File: src/rtl/spi_cfg_pkg.sv
// Shared widths, register map and controller state encoding for the SPI
// configuration master.
package spi_cfg_pkg;

  localparam int unsigned FRAME_W = 16;
  localparam int unsigned ADDR_W  = 7;
  localparam int unsigned DATA_W  = 8;

  localparam logic [ADDR_W-1:0] ADDR_EN_OUT_LO = 7'h00;
  localparam logic [ADDR_W-1:0] ADDR_EN_OUT_HI = 7'h01;
  localparam logic [ADDR_W-1:0] ADDR_EN_PWM_LO = 7'h02;
  localparam logic [ADDR_W-1:0] ADDR_EN_PWM_HI = 7'h03;
  localparam logic [ADDR_W-1:0] ADDR_DUTY      = 7'h04;
  localparam logic [ADDR_W-1:0] ADDR_MAX       = 7'h04;

  typedef enum logic [2:0] {
    StIdle,
    StSetup,
    StShift,
    StHold,
    StGap
  } state_e;

endpackage

File: src/rtl/sync_fifo.sv
// Single-clock FIFO with registered occupancy count; DEPTH must be a power of two.
module sync_fifo #(
  parameter int unsigned WIDTH = 15,
  parameter int unsigned DEPTH = 4
) (
  input  logic             clk,
  input  logic             rst,
  input  logic             push,
  input  logic [WIDTH-1:0] wdata,
  input  logic             pop,
  output logic [WIDTH-1:0] rdata,
  output logic             full,
  output logic             empty
);

  localparam int unsigned AW = (DEPTH > 1) ? $clog2(DEPTH) : 1;

  logic [WIDTH-1:0] mem [DEPTH];
  logic [AW-1:0]    wr_ptr_q, rd_ptr_q;
  logic [AW:0]      count_q;
  logic             do_push, do_pop;

  assign full    = (count_q == (AW+1)'(DEPTH));
  assign empty   = (count_q == '0);
  assign do_push = push & ~full;
  assign do_pop  = pop & ~empty;
  assign rdata   = mem[rd_ptr_q];

  always_ff @(posedge clk or posedge rst) begin
    if (rst) begin
      wr_ptr_q <= '0;
      rd_ptr_q <= '0;
      count_q  <= '0;
    end else begin
      if (do_push) wr_ptr_q <= wr_ptr_q + 1'b1;
      if (do_pop)  rd_ptr_q <= rd_ptr_q + 1'b1;
      case ({do_push, do_pop})
        2'b10:   count_q <= count_q + 1'b1;
        2'b01:   count_q <= count_q - 1'b1;
        default: count_q <= count_q;
      endcase
    end
  end

  always_ff @(posedge clk) begin
    if (do_push) mem[wr_ptr_q] <= wdata;
  end

endmodule

File: src/rtl/spi_cfg_master.sv
// Buffers register-write requests and serialises each as a 16-bit SPI mode-0
// write frame (1, addr[6:0], data[7:0]) on registered nCS/SCLK/COPI outputs.
module spi_cfg_master
  import spi_cfg_pkg::*;
#(
  parameter int unsigned CLK_DIV    = 4,
  parameter int unsigned FIFO_DEPTH = 4,
  parameter int unsigned CS_SETUP   = 2,
  parameter int unsigned CS_HOLD    = 2,
  parameter int unsigned CS_IDLE    = 2
) (
  input  logic              clk,
  input  logic              rst,
  input  logic              in_valid,
  output logic              in_ready,
  input  logic [ADDR_W-1:0] in_addr,
  input  logic [DATA_W-1:0] in_data,
  output logic              nCS,
  output logic              SCLK,
  output logic              COPI,
  output logic              busy,
  output logic              err,
  output logic [7:0]        frames_sent
);

  state_e               state_q, state_d;
  logic [7:0]           cnt_q, cnt_d;
  logic [3:0]           bit_q, bit_d;
  logic                 phase_q, phase_d;
  logic [FRAME_W-1:0]   shreg_q, shreg_d;
  logic [7:0]           frames_q, frames_d;
  logic                 err_q, ncs_q, sclk_q, copi_q;
  logic                 ncs_d, sclk_d, copi_d;

  logic                 accept, legal, pop, fifo_full, fifo_empty;
  logic [FRAME_W-2:0]   fifo_rdata;

  assign accept = in_valid & in_ready;
  assign legal  = (in_addr <= ADDR_MAX);

  sync_fifo #(
    .WIDTH (FRAME_W - 1),
    .DEPTH (FIFO_DEPTH)
  ) u_fifo (
    .clk   (clk),
    .rst   (rst),
    .push  (accept & legal),
    .wdata ({in_addr, in_data}),
    .pop   (pop),
    .rdata (fifo_rdata),
    .full  (fifo_full),
    .empty (fifo_empty)
  );

  always_comb begin
    state_d  = state_q;
    cnt_d    = cnt_q + 8'd1;
    bit_d    = bit_q;
    phase_d  = phase_q;
    shreg_d  = shreg_q;
    frames_d = frames_q;
    pop      = 1'b0;
    ncs_d    = 1'b1;
    sclk_d   = 1'b0;
    copi_d   = 1'b0;
    unique case (state_q)
      StIdle: begin
        cnt_d = '0;
        if (!fifo_empty) begin
          pop     = 1'b1;
          shreg_d = {1'b1, fifo_rdata};
          state_d = StSetup;
        end
      end
      StSetup: begin
        ncs_d  = 1'b0;
        copi_d = shreg_q[FRAME_W-1];
        if (cnt_q == 8'(CS_SETUP - 1)) begin
          state_d = StShift;
          cnt_d   = '0;
          bit_d   = '0;
          phase_d = 1'b0;
        end
      end
      StShift: begin
        ncs_d  = 1'b0;
        sclk_d = phase_q;
        copi_d = shreg_q[FRAME_W-1];
        if (cnt_q == 8'(CLK_DIV - 1)) begin
          cnt_d = '0;
          if (!phase_q) begin
            phase_d = 1'b1;
          end else begin
            // Shift at the end of the high phase so COPI moves with SCLK falling.
            phase_d = 1'b0;
            if (bit_q == 4'd15) begin
              state_d = StHold;
            end else begin
              bit_d   = bit_q + 4'd1;
              shreg_d = {shreg_q[FRAME_W-2:0], 1'b0};
            end
          end
        end
      end
      StHold: begin
        ncs_d  = 1'b0;
        copi_d = shreg_q[FRAME_W-1];
        if (cnt_q == 8'(CS_HOLD - 1)) begin
          state_d  = StGap;
          cnt_d    = '0;
          frames_d = frames_q + 8'd1;
        end
      end
      StGap: begin
        // The IDLE pop cycle also keeps nCS high, so GAP covers CS_IDLE-1 cycles.
        if (cnt_q >= 8'(CS_IDLE - 2)) state_d = StIdle;
      end
      default: state_d = StIdle;
    endcase
  end

  always_ff @(posedge clk or posedge rst) begin
    if (rst) begin
      state_q  <= StIdle;
      cnt_q    <= '0;
      bit_q    <= '0;
      phase_q  <= 1'b0;
      shreg_q  <= '0;
      frames_q <= '0;
      err_q    <= 1'b0;
      ncs_q    <= 1'b1;
      sclk_q   <= 1'b0;
      copi_q   <= 1'b0;
    end else begin
      state_q  <= state_d;
      cnt_q    <= cnt_d;
      bit_q    <= bit_d;
      phase_q  <= phase_d;
      shreg_q  <= shreg_d;
      frames_q <= frames_d;
      err_q    <= accept & ~legal;
      ncs_q    <= ncs_d;
      sclk_q   <= sclk_d;
      copi_q   <= copi_d;
    end
  end

  assign in_ready    = ~fifo_full;
  assign busy        = (state_q != StIdle) | ~fifo_empty;
  assign err         = err_q;
  assign frames_sent = frames_q;
  assign nCS         = ncs_q;
  assign SCLK        = sclk_q;
  assign COPI        = copi_q;

endmodule
File: config.mk
export PLATFORM = sky130hd
export DESIGN_NAME = spi_cfg_master
export DESIGN_NICKNAME = d
export VERILOG_FILES = /design/src/rtl/spi_cfg_pkg.sv /design/src/rtl/sync_fifo.sv /design/src/rtl/spi_cfg_master.sv
export SDC_FILE = /design/constraint.sdc
export NUM_CORES = 1
export LEC_CHECK = 0
export ABC_AREA = 0
export CORE_ASPECT_RATIO = 1.25
export CORE_UTILIZATION = 58
export CTS_CLUSTER_DIAMETER = 80
export DETAILED_ROUTE_END_ITERATION = 12
export PLACE_DENSITY = 0.79
export SYNTH_ARGS = -nofsm -noshare
export SYNTH_HDL_FRONTEND = slang
export SYNTH_SLANG_ARGS = --single-unit
File: constraint.sdc
create_clock -name clk -period 3.1 [get_ports clk]
set_input_delay 0.62 -clock clk [delete_from_list [all_inputs] [get_ports clk]]
set_output_delay 0.62 -clock clk [all_outputs]
set_load 0.02 [all_outputs]
# After elaboration in Yosys (flattened, before gate mapping)
# Memories as Yosys holds them, arrays and structs flattened.
# Cells that the tools add are included.
[word_totals]
register_bits = 51
ramBits = 60
in_bits = 18
output_inout_bits = 14
wordCells = 96
mem_count = 1
[op_classes]
addsub = 7
magnitude_cmp = 2
eq_ne = 18
n_mux = 33
bitwise_logic = 9
reduce_logical = 13
[mem_list]
columns = ["name", "depth", "word_bits", "rd", "rd_clocked_by_memory_dff", "write_ports", "line_no", "source"]
rows = [
  ["u_fifo.mem", 4, 15, 1, 0, 1, "sync_fifo.sv:18", "logic [WIDTH-1:0] mem [DEPTH];"],
]
[ops]
columns = ["op", "count"]
rows = [
  ["2-to-1 mux 16 bit", 4],
  ["case mux 16 bit (2 select lines)", 1],
  ["case mux 8 bit (3 select lines)", 1],
  ["2-to-1 mux 3 bit", 7],
  ["adder 8 x 1 -> 8 bit, second input constant", 2],
  ["2-to-1 mux 4 bit", 4],
  ["2-to-1 mux 8 bit", 2],
  ["inequality test 2 bit, second input constant", 8],
  ["case mux 3 bit (5 select lines)", 1],
  ["2-to-1 mux 1 bit", 10],
  ["AND reduction 5 bit", 2],
  ["== test 8 x 1 -> 1 bit, second input constant", 1],
  ["== test 8 x 2 -> 1 bit, second input constant", 1],
  ["greater-or-equal comparator 8 x 1 -> 1 bit, second input constant", 1],
  ["case mux 4 bit (2 select lines)", 1],
  ["less-or-equal comparator 7 x 3 -> 1 bit, second input constant", 1],
  ["AND reduction 7 bit", 1],
  ["== test 3 x 2 -> 1 bit, second input constant", 2],
  ["== test 3 bit, second input constant", 2],
  ["zero test 3 bit", 2],
  ["case mux 3 bit (2 select lines)", 1],
  ["nonzero test 2 bit", 3],
  ["bitwise AND 1 bit", 5],
  ["adder 2 x 1 -> 2 bit, second input constant", 2],
  ["15 further kinds", 17],
]

# Depth between registers and ports, before layout
# Gate-level depths: netlist of run 1.
[logic_depth]
word_depth = 7
mapped_depth = 10
ltp_nobuf = 10

# Hierarchy
# A second synthesis of run 1 with hierarchy kept.
[unflattened]
hier_cells = 305
area_unflattened_um2 = 4853.4
[modules_own_cells]
columns = ["module", "instances", "cells_each", "area_per_inst_um2", "seq_area_each_um2"]
rows = [
  ["sync_fifo", 1, 117, 2636.3, 1976.9],
  ["spi_cfg_master", 1, 188, 2217.1, 1102.3],
]

# Least setup slack after synthesis of run 1
# No wires, ideal clock.
[synth_timing]
kind = "reg2reg"
from = "register state_q[0]"
to = "register u_fifo.count_q[2]"
setup_ns = 0.079
t_arrival_ns = 2.247
t_required_ns = 3.021
slack_ns = 0.774
path_stages_with_launch = 11
path_buffers = 2
period_less_slack_ns = 2.326
cell_sequence = "dfrtp_1 > buf_2 > or4_1 > clkbuf_1 > inv_1 > ha_1 > inv_1 > fa_1 > xor2_1 > nor2_1 > xor2_1"
[synth_between]
elab_chain_len = 5
word_cells_on_any_way = 7
classes_between = "eq/ne: 2; mux: 2; bitwise: 1; reduce/logical: 2"
[synth_lines]
columns = ["element", "line_no", "source"]
rows = [
  ["start: declaration", "spi_cfg_master.sv:26", "state_e state_q, state_d;"],
  ["start signal: assignment", "spi_cfg_master.sv:124", "state_q <= StIdle;"],
  ["start signal: assignment", "spi_cfg_master.sv:135", "state_q <= state_d;"],
  ["zero test 3 bit *", "spi_cfg_master.sv:66", "unique case (state_q)"],
  ["2-to-1 mux 1 bit *", "spi_cfg_master.sv:66", ""],
  ["bitwise AND 1 bit *", "sync_fifo.sv:26", "assign do_pop = pop & ~empty;"],
  ["net u_fifo.do_pop", "sync_fifo.sv:21", "logic do_push, do_pop;"],
  ["== test 2 x 1 -> 1 bit or == test 2 bit (tied branches)", "sync_fifo.sv:37", "case ({do_push, do_pop})"],
  ["case mux 3 bit (2 select lines) or nonzero test 2 bit (tied branches)", "-", ""],
  ["end signal: assignment", "sync_fifo.sv:38", "2'b10: count_q <= count_q + 1'b1;"],
  ["end signal: assignment", "sync_fifo.sv:39", "2'b01: count_q <= count_q - 1'b1;"],
  ["end signal: assignment", "sync_fifo.sv:40", "default: count_q <= count_q;"],
  ["end: declaration", "sync_fifo.sv:20", "logic [AW:0] count_q;"],
]
# The timed path passes the listed nets; every way through them passes the cells marked *.
# A chain may end at the register's enable or synchronous reset.

# Final worst setup path of run 1
[layout_timing]
from = "register u_fifo.count_q[2]"
to = "output busy"
[layout_between]
elab_chain_len = 3
[layout_lines]
columns = ["element", "line_no", "source"]
rows = [
  ["zero test 3 bit", "sync_fifo.sv:24", "assign empty = (count_q == '0);"],
  ["inverter 1 bit", "spi_cfg_master.sv:149", "assign busy = (state_q != StIdle) | ~fifo_empty;"],
  ["bitwise OR 1 bit", "spi_cfg_master.sv:149", ""],
  ["end: declaration", "spi_cfg_master.sv:21", "output logic busy,"],
]
# No other way between the ends.

==> key figures, run 1 <==
Synth
  – Seq cells post-synth: 111
  – Yosys Warn Count: 0
  – Gate Count Post-Synth: 312
  – Distinct cells, synth: 47
  – Syn avg cell area: 15.0 um^2
  – Count leader, synth: edfxtp_1
  – Top-area cell type share of the netlist area: 38.6%
  – Largest area contributor in the netlist: edfxtp_1
  – Post-synth top cells: 60 x edfxtp_1, 50 x dfrtp_1, 19 x nor2_1, 16 x nand2_1
  – Synth area leaders: edfxtp_1 39%, dfrtp_1 27%, mux4_2 7.2%
  – Prevailing post-synth register cell: edfxtp_1
  – Post-synth EDFFs: 60
  – Netlist Area Pre-Place: 0.00466 mm^2
  – Seq/Total Area, Yosys: 66.0%
  – Synthesized net count: 340
  – Ys async rst share: 45.9%

Die
  – Die Y-Extent: around 100 um
  – Core Box Area: 0.00779 mm^2
  – Die Area: 0.00841 mm^2
  – Initial Utilization: between 50 and 60%
  – # IOs: 32
  – Row Count: 36
  – Die W: roughly 80 um

Timing
  – Fin Clk Skew: 8.53 ps
  – Hold Fails Final Rpt: 0
  – Fmax: 394 MHz
  – RSZ-0062 raised after global routing: false
  – Setup TNS: 0 ps
  – Tcrit/Tclk final: 81.8%
  – Rel. slew slack: 52.9%
  – Slew @ Worst Pin: between 700 and 800 ps
  – Final setup margin: around 560 ps
  – Slew Limit Fails: 0
  – Fin crit period: 2540 ps
  – Finish-stage setup viols: 0
  – WHS: 473 ps

Finish
  – Antenna diodes: 0
  – Fill count: 539
  – Fraction of layout cells with a size suffix above 1: a little under a fifth
  – # nets final: 378
  – Area growth syn-to-layout: 13.8%

Route
  – DR WL/cell: 16.8 um
  – Remaining DRCs: 0
  – Final WL: ~7500 um
  – 1st-iter DRT viols: 108
  – DR pass1 iterations: 4
  – Via density: between 5 and 6
  – Detail Route Antenna Nets: 0
  – Vias: 2628

Placed design
  – DPL Wire Length: 5070 um
  – GPL Wtd Cong: 0.795
  – IO Port Bufs: 31
  – Dpl ws: between 300 and 400 ps

CTS
  – Postcts setup bufs: 0
  – Hold-fix buffers at CTS: 0
  – H-tree Lvls: 3
  – CTS buffer count: 9
  – Reg clk slew, reported paths: about 100 ps
  – CTS tree: done
  – Clock insertion delay at the later pin of the skew report: 380 ps
  – Post-CTS Resized: 0
  – Clock tree buffer depth: 2
  – Clk sink count: between 100 and 150
  – Root Driver: clkbuf_8

Power and ir drop
  – Leakage: 2.07 nW
  – PD cells: 504 mW/mm^2
  – Max VDD drop: 0.424 mV
  – Total Power: 2.68 mW

Global route
  – Grt ovf: 0
  – Vias in the first global route: 2625
  – GRT Overall Usage: between 20% and 30%
  – Initial antenna violation count: 0
  – First-pass GRT wire length: approximately 13000 um
  – Pin count of the biggest net entering global routing: 22

Critical path
  – Req. time, crit path: 2480 ps
  – Startpoint Class: register
  – Worst Path Arrival: between 1500 and 2000 ps
  – CP Cell Sequence: nor3_1, nand3_1, clkdlybuf4s50_1
  – Critical path type: register to output port
  – Slowest CP cell: clkdlybuf4s50_1
  – CP max stage delay: 560 ps
  – CP endpoint kind: output port
  – Worst-path maximum fanout: 3

Status
  – Status: completed

Job
  – Max cap viols: 0

Min path
  – Hold WC Path Type: register to register
## where the power goes
part           switching, mW  leakage [nW]  internal, mW
clock                  0.496        0.0994         0.387
combinational         0.0910         0.793        0.0774
sequential            0.0311          1.17          1.60
## kinds of logic after synthesis
| group | count (synthesis) | share of synthesized area [%] |
|---|---|---|
| flops | 111 | 66.0 |
| mux | 21 | 8.61 |
| compound gates | 45 | 7.19 |
| simple gates | 77 | 9.15 |
| xor+xnor | 20 | 3.76 |
| buf+inv | 28 | 2.44 |
| fa+ha+maj | 10 | 2.84 |
## worst max-delay path, delay by kind of cell, from the launching register on
family / cells / cell delay, ps
buf+inv: 1 / 560
flops: 1 / 420
simple gates: 2 / 570
## layer usage
metal / vias up / track usage [%] / part of all wire [%] / wire length, um
li1: 1231 / - / - / -
met2: 56 / 34.3 / 53 / 3970
met5: - / 0 / 0 / 0
met1: 1327 / 25.0 / 42 / 3200
met3: 14 / 5.98 / 2.8 / 212
met4: 0 / 9.04 / 2.2 / 167
## registers in the layout (all words and copies together), names as in the netlist, 3 cells and up
signal / count
bit_q: 4
cnt_q: 8
frames_sent: 8
shreg_q: 16
state_q: 3
u_fifo.count_q: 3
u_fifo.mem: 60
## layout make-up
class / count / area (um^2) / area share [%]
Inverter: 14 / 52.6 / 0.990
Multi-Input combinational cell: 173 / 1470 / 27.7
Timing Repair Buffer: 41 / 385 / 7.26
Tap cell: 95 / 119 / 2.24
Clock inverter: 6 / 75.1 / 1.41
Clock buffer: 10 / 128 / 2.40
Sequential cell: 111 / 3080 / 58.0
## path summary, 6_finish.rpt
kind,startpoint,end,slack (ps),cells after the start
min in group asynchronous,rst,shreg_q[4],540,2
setup / recovery,u_fifo.count_q[2],busy,560,3
max in group asynchronous,rst,nCS,1920,3
hold / removal,frames_sent[7],frames_sent[7],470,1
setup reg to reg,state_q[2],u_fifo.count_q[2],660,8
hold reg to reg,frames_sent[7],frames_sent[7],470,1
## per-stage QoR
| step | util [%] | area, um^2 | cells |
|---|---|---|---|
| 4_1_cts | 68.1 | 5310 | 450 |
| 2_1_floorplan | - | 4660 | 312 |
| 3_5_place_dp | 65.5 | 5110 | 434 |
| 5_1_grt | 68.1 | 5310 | 450 |
| 6_report | 68.1 | 5310 | 450 |
| 3_3_place_gp | 65.5 | 5110 | 434 |
## cell usage in the layout (no fill, tap or decap), types with 3 or more instances in the layout
cell and instances:
nand2_1 16, nand4_1 4, nand3_1 10, xor2_1 9, clkdlybuf4s50_1 31, edfxtp_1 60, nor2_1 19, mux2i_1 3
nor4_1 4, inv_1 13, o21ba_2 14, mux2_2 3, o22ai_1 15, mux4_2 15, a21oi_1 7, xnor2_1 11
buf_4 10, clkbuf_8 9, dfrtp_1 50, and3_1 3, and2_1 4, ha_1 9
Power figures use the tool's default switching activity.
==> inputs of run 2 (changes only) <==
==> constraint.sdc (replaced) <==
create_clock -name clk -period 2.6 [get_ports clk]
set_input_delay 0.52 -clock clk [delete_from_list [all_inputs] [get_ports clk]]
set_output_delay 0.52 -clock clk [all_outputs]
set_load 0.02 [all_outputs]
==> run 2 against run 1 <==
Final cell count is 1.1% higher. Die area stayed put. Clock skew hardly changed. First-iteration DRC count is 32% higher. Setup slack worse by 430 ps. Critical endpoint unchanged. Routed wire length is 0.88% higher. Utilization is 0.90 points higher. Critical path type unchanged. Hold slack better by 1.4 ps. Via count is 1.9% higher. Global-route usage is 0.21 points higher. Non-clock buffer count is 5 higher. Cell area is 1.3% higher. Highest routed layer unchanged.
==> key figures, run 2 (synthesis gave the netlist of run 1 again) <==
Status
  – Status: completed

CTS
  – Root Driver: clkbuf_8
  – CTS buffer count: 9 (unchanged)
  – CTS tree: done
  – Clk sink count: 111 (unchanged)
  – Clock insertion delay at the later pin of the skew report: 370 ps (about the same)
  – Postcts setup bufs: 0 (unchanged)
  – Hold-fix buffers at CTS: 0 (unchanged)
  – Reg clk slew, reported paths: 110 ps (about the same)
  – Post-CTS Resized: 0 (unchanged)
  – Clock tree buffer depth: 2 (unchanged)
  – H-tree Lvls: 3 (unchanged)

Timing
  – Hold Fails Final Rpt: 0 (unchanged)
  – Fin Clk Skew: 8.55 ps (+0.0225 ps)
  – Slew @ Worst Pin: 666 ps (-39.5 ps)
  – Rel. slew slack: 55.6% (+2.6 points)
  – Setup TNS: 0 ps (unchanged)
  – Fmax: 406 MHz
  – Tcrit/Tclk final: about 95%
  – Fin crit period: 2460 ps
  – RSZ-0062 raised after global routing: false
  – Slew Limit Fails: 0 (unchanged)
  – WHS: 475 ps (+1.40 ps)
  – Final setup margin: 136 ps (-427 ps)
  – Finish-stage setup viols: 0 (unchanged)

Power and ir drop
  – Internal power: 2.37 mW (+15%)
  – Total Power: 3.12 mW (+16%)
  – Leakage: 2.10 nW (+1.5%)
  – Seq pwr share: 62.2% (+1.4 points)
  – Sw frac: 24.1% (+1.0 points)
  – Logic gate share of total power: 6.7% (+0.4 points)
  – Clock power frac: 31.1% (-1.9 points)
  – Switching power: 751 uW (+22%)
  – PD cells: 580 mW/mm^2 (+15%)
  – Max VDD drop: 0.441 mV (+4.0%)

Route
  – Vias: 2678 (+1.9%)
  – Metal1 wirelength: 3070 um (-4.0%)
  – Detail Route Antenna Nets: 0 (unchanged)
  – Remaining DRCs: 0 (unchanged)
  – DR WL/cell: 16.7 um (-0.23%)
  – Routed wl met2: 4120 um (+3.9%)
  – Via density: 5.89 (+0.78%)
  – Highest Signal Layer: met4
  – 1st-iter DRT viols: 143 (+32%)
  – DR pass1 iterations: 4 (unchanged)
  – DR WL met3: 201 um (-5.2%)
  – Final WL: 7610 um (+0.88%)

Finish
  – Largest regs: u_fifo.mem (60), shreg_q (16)
  – Antenna diodes: 0 (unchanged)
  – Most frequent cells in the layout: 60 x edfxtp_1, 50 x dfrtp_1, 31 x clkdlybuf4s50_1, 19 x nor2_1, 16 x nand2_1
  – Commonest non-fill, non-tap cell in the layout: edfxtp_1
  – Fill count: 553 (+2.6%)
  – Area growth syn-to-layout: 15.3%
  – Fraction of layout cells with a size suffix above 1: 20.0% (+1.4 points)
  – Final Cell Area: 0.00538 mm^2 (+1.3%)
  – Most flops, register: u_fifo.mem
  – # nets final: 383 (+1.3%)
  – Max reg flops: 60 (unchanged)

Global route
  – First-pass GRT wire length: 12600 um (+0.72%)
  – Grt ovf: 0 (unchanged)
  – Pin count of the biggest net entering global routing: 52 (+140%)
  – GRT Overall Usage: 20.9% (+0.21 points)
  – Vias in the first global route: 2688 (+2.4%)
  – Initial antenna violation count: 0 (unchanged)

Critical path
  – Startpoint Class: register
  – Critical path type: register to output port
  – Worst-path maximum fanout: 3 (unchanged)
  – R2R Path End: u_fifo.count_q[2]
  – Worst Path Arrival: 1940 ps (+20 ps)
  – Req. time, crit path: 2080 ps (-400 ps)
  – FF-to-FF setup slack: 350 ps (-310 ps)
  – Worst Setup EP: busy
  – Worst Setup SP: u_fifo.count_q[2]
  – Worst flop-to-flop path startpoint: u_fifo.count_q[0]
  – R2R depth: 9 (+1)
  – CP endpoint kind: output port

Die
  – Initial Utilization: 59.9% (unchanged)
  – Die W: 82.2 um (unchanged)
  – # IOs: 32 (unchanged)
  – Row Count: 36 (unchanged)
  – Die Area: 0.00841 mm^2 (unchanged)
  – Die Y-Extent: 102 um (unchanged)
  – Core Box Area: 0.00779 mm^2 (unchanged)

Placed design
  – Placed Area: 0.00519 mm^2 (+1.7%)
  – DPL Wire Length: 5340 um (+5.4%)
  – GPL Wtd Cong: 0.880 (+11%)
  – IO Port Bufs: 31 (unchanged)
  – Dpl ws: 47.7 ps (-338 ps)

Job
  – Max cap viols: 0 (unchanged)

Min path
  – Hold WC Path Type: register to register
run 2: cell count changes in the layout (fill, tap and decap cells not counted):
cell / change
clkbuf_1: -1
buf_4: +1
inv_8: +1
bufinv_16: -1
buf_12: +4
clkinv_2: +1
run 2: worst max-delay path, stage by stage, from the launching register on:
cell and delay [ps]:
dfrtp_1 420, nor3_1 430, nand3_1 150, clkdlybuf4s50_1 570
run 2: cell type report:
type                            count  area, um^2  area share, %
Sequential cell                   111        3080           57.2
Tap cell                           95         119           2.21
Multi-Input combinational cell    173        1470           27.3
Clock buffer                        9         124           2.30
Inverter                           14        52.6          0.977
Clock inverter                      7        61.3           1.14
Timing Repair Buffer               46         473           8.79
run 2: how the worst min path moves through the flow:
| stage | startpoint | to | slack, ps | cells after the start |
|---|---|---|---|---|
| 6_report | frames_sent[7] | frames_sent[7] | 470 | 1 |
| 5_1_grt | frames_sent[7] | frames_sent[7] | 500 | 1 |
| 4_1_cts | frames_sent[7] | frames_sent[7] | 480 | 1 |
| 3_5_place_dp | frames_sent[7] | frames_sent[7] | 460 | 1 |
| 3_3_place_gp | frames_sent[7] | frames_sent[7] | 460 | 1 |
| 2_1_floorplan | bit_q[3] | bit_q[3] | 450 | 1 |
run 2: per-layer routing:
metal	up-vias	global-route usage, %
li1	1248	-
met1	1364	23.5
met2	52	36.7
met3	14	3.48
met4	0	12.3
met5	-	0
run 2: power by group through the flow:
stage | registers (mW) | logic (mW) | clock network (mW)
floorplan | 1.97 | 0.118 | 0
global placement | 1.97 | 0.200 | 0
detailed placement | 1.98 | 0.213 | 0
CTS | 1.94 | 0.214 | 0.991
global route | 1.95 | 0.236 | 1.07
finish | 1.94 | 0.208 | 0.972
run 2: through the flow:
stage / std cells / util [%]
floorplan: 312 / -
global placement: 439 / 66.7
detailed placement: 439 / 66.7
CTS: 455 / 69.0
global route: 455 / 69.0
finish: 455 / 69.0
==> inputs of run 3 (changes only) <==
--- a/config.mk
+++ b/config.mk
@@ -10,7 +10,9 @@
 export CORE_UTILIZATION = 58
 export CTS_CLUSTER_DIAMETER = 80
 export DETAILED_ROUTE_END_ITERATION = 12
+export GPL_ROUTABILITY_DRIVEN = 0
 export PLACE_DENSITY = 0.79
+export SKIP_LAST_GASP = 1
 export SYNTH_ARGS = -nofsm -noshare
 export SYNTH_HDL_FRONTEND = slang
 export SYNTH_SLANG_ARGS = --single-unit
==> results of run 3 <==
Same layout as run 2: the final DEF is identical, and so are final timing and power.
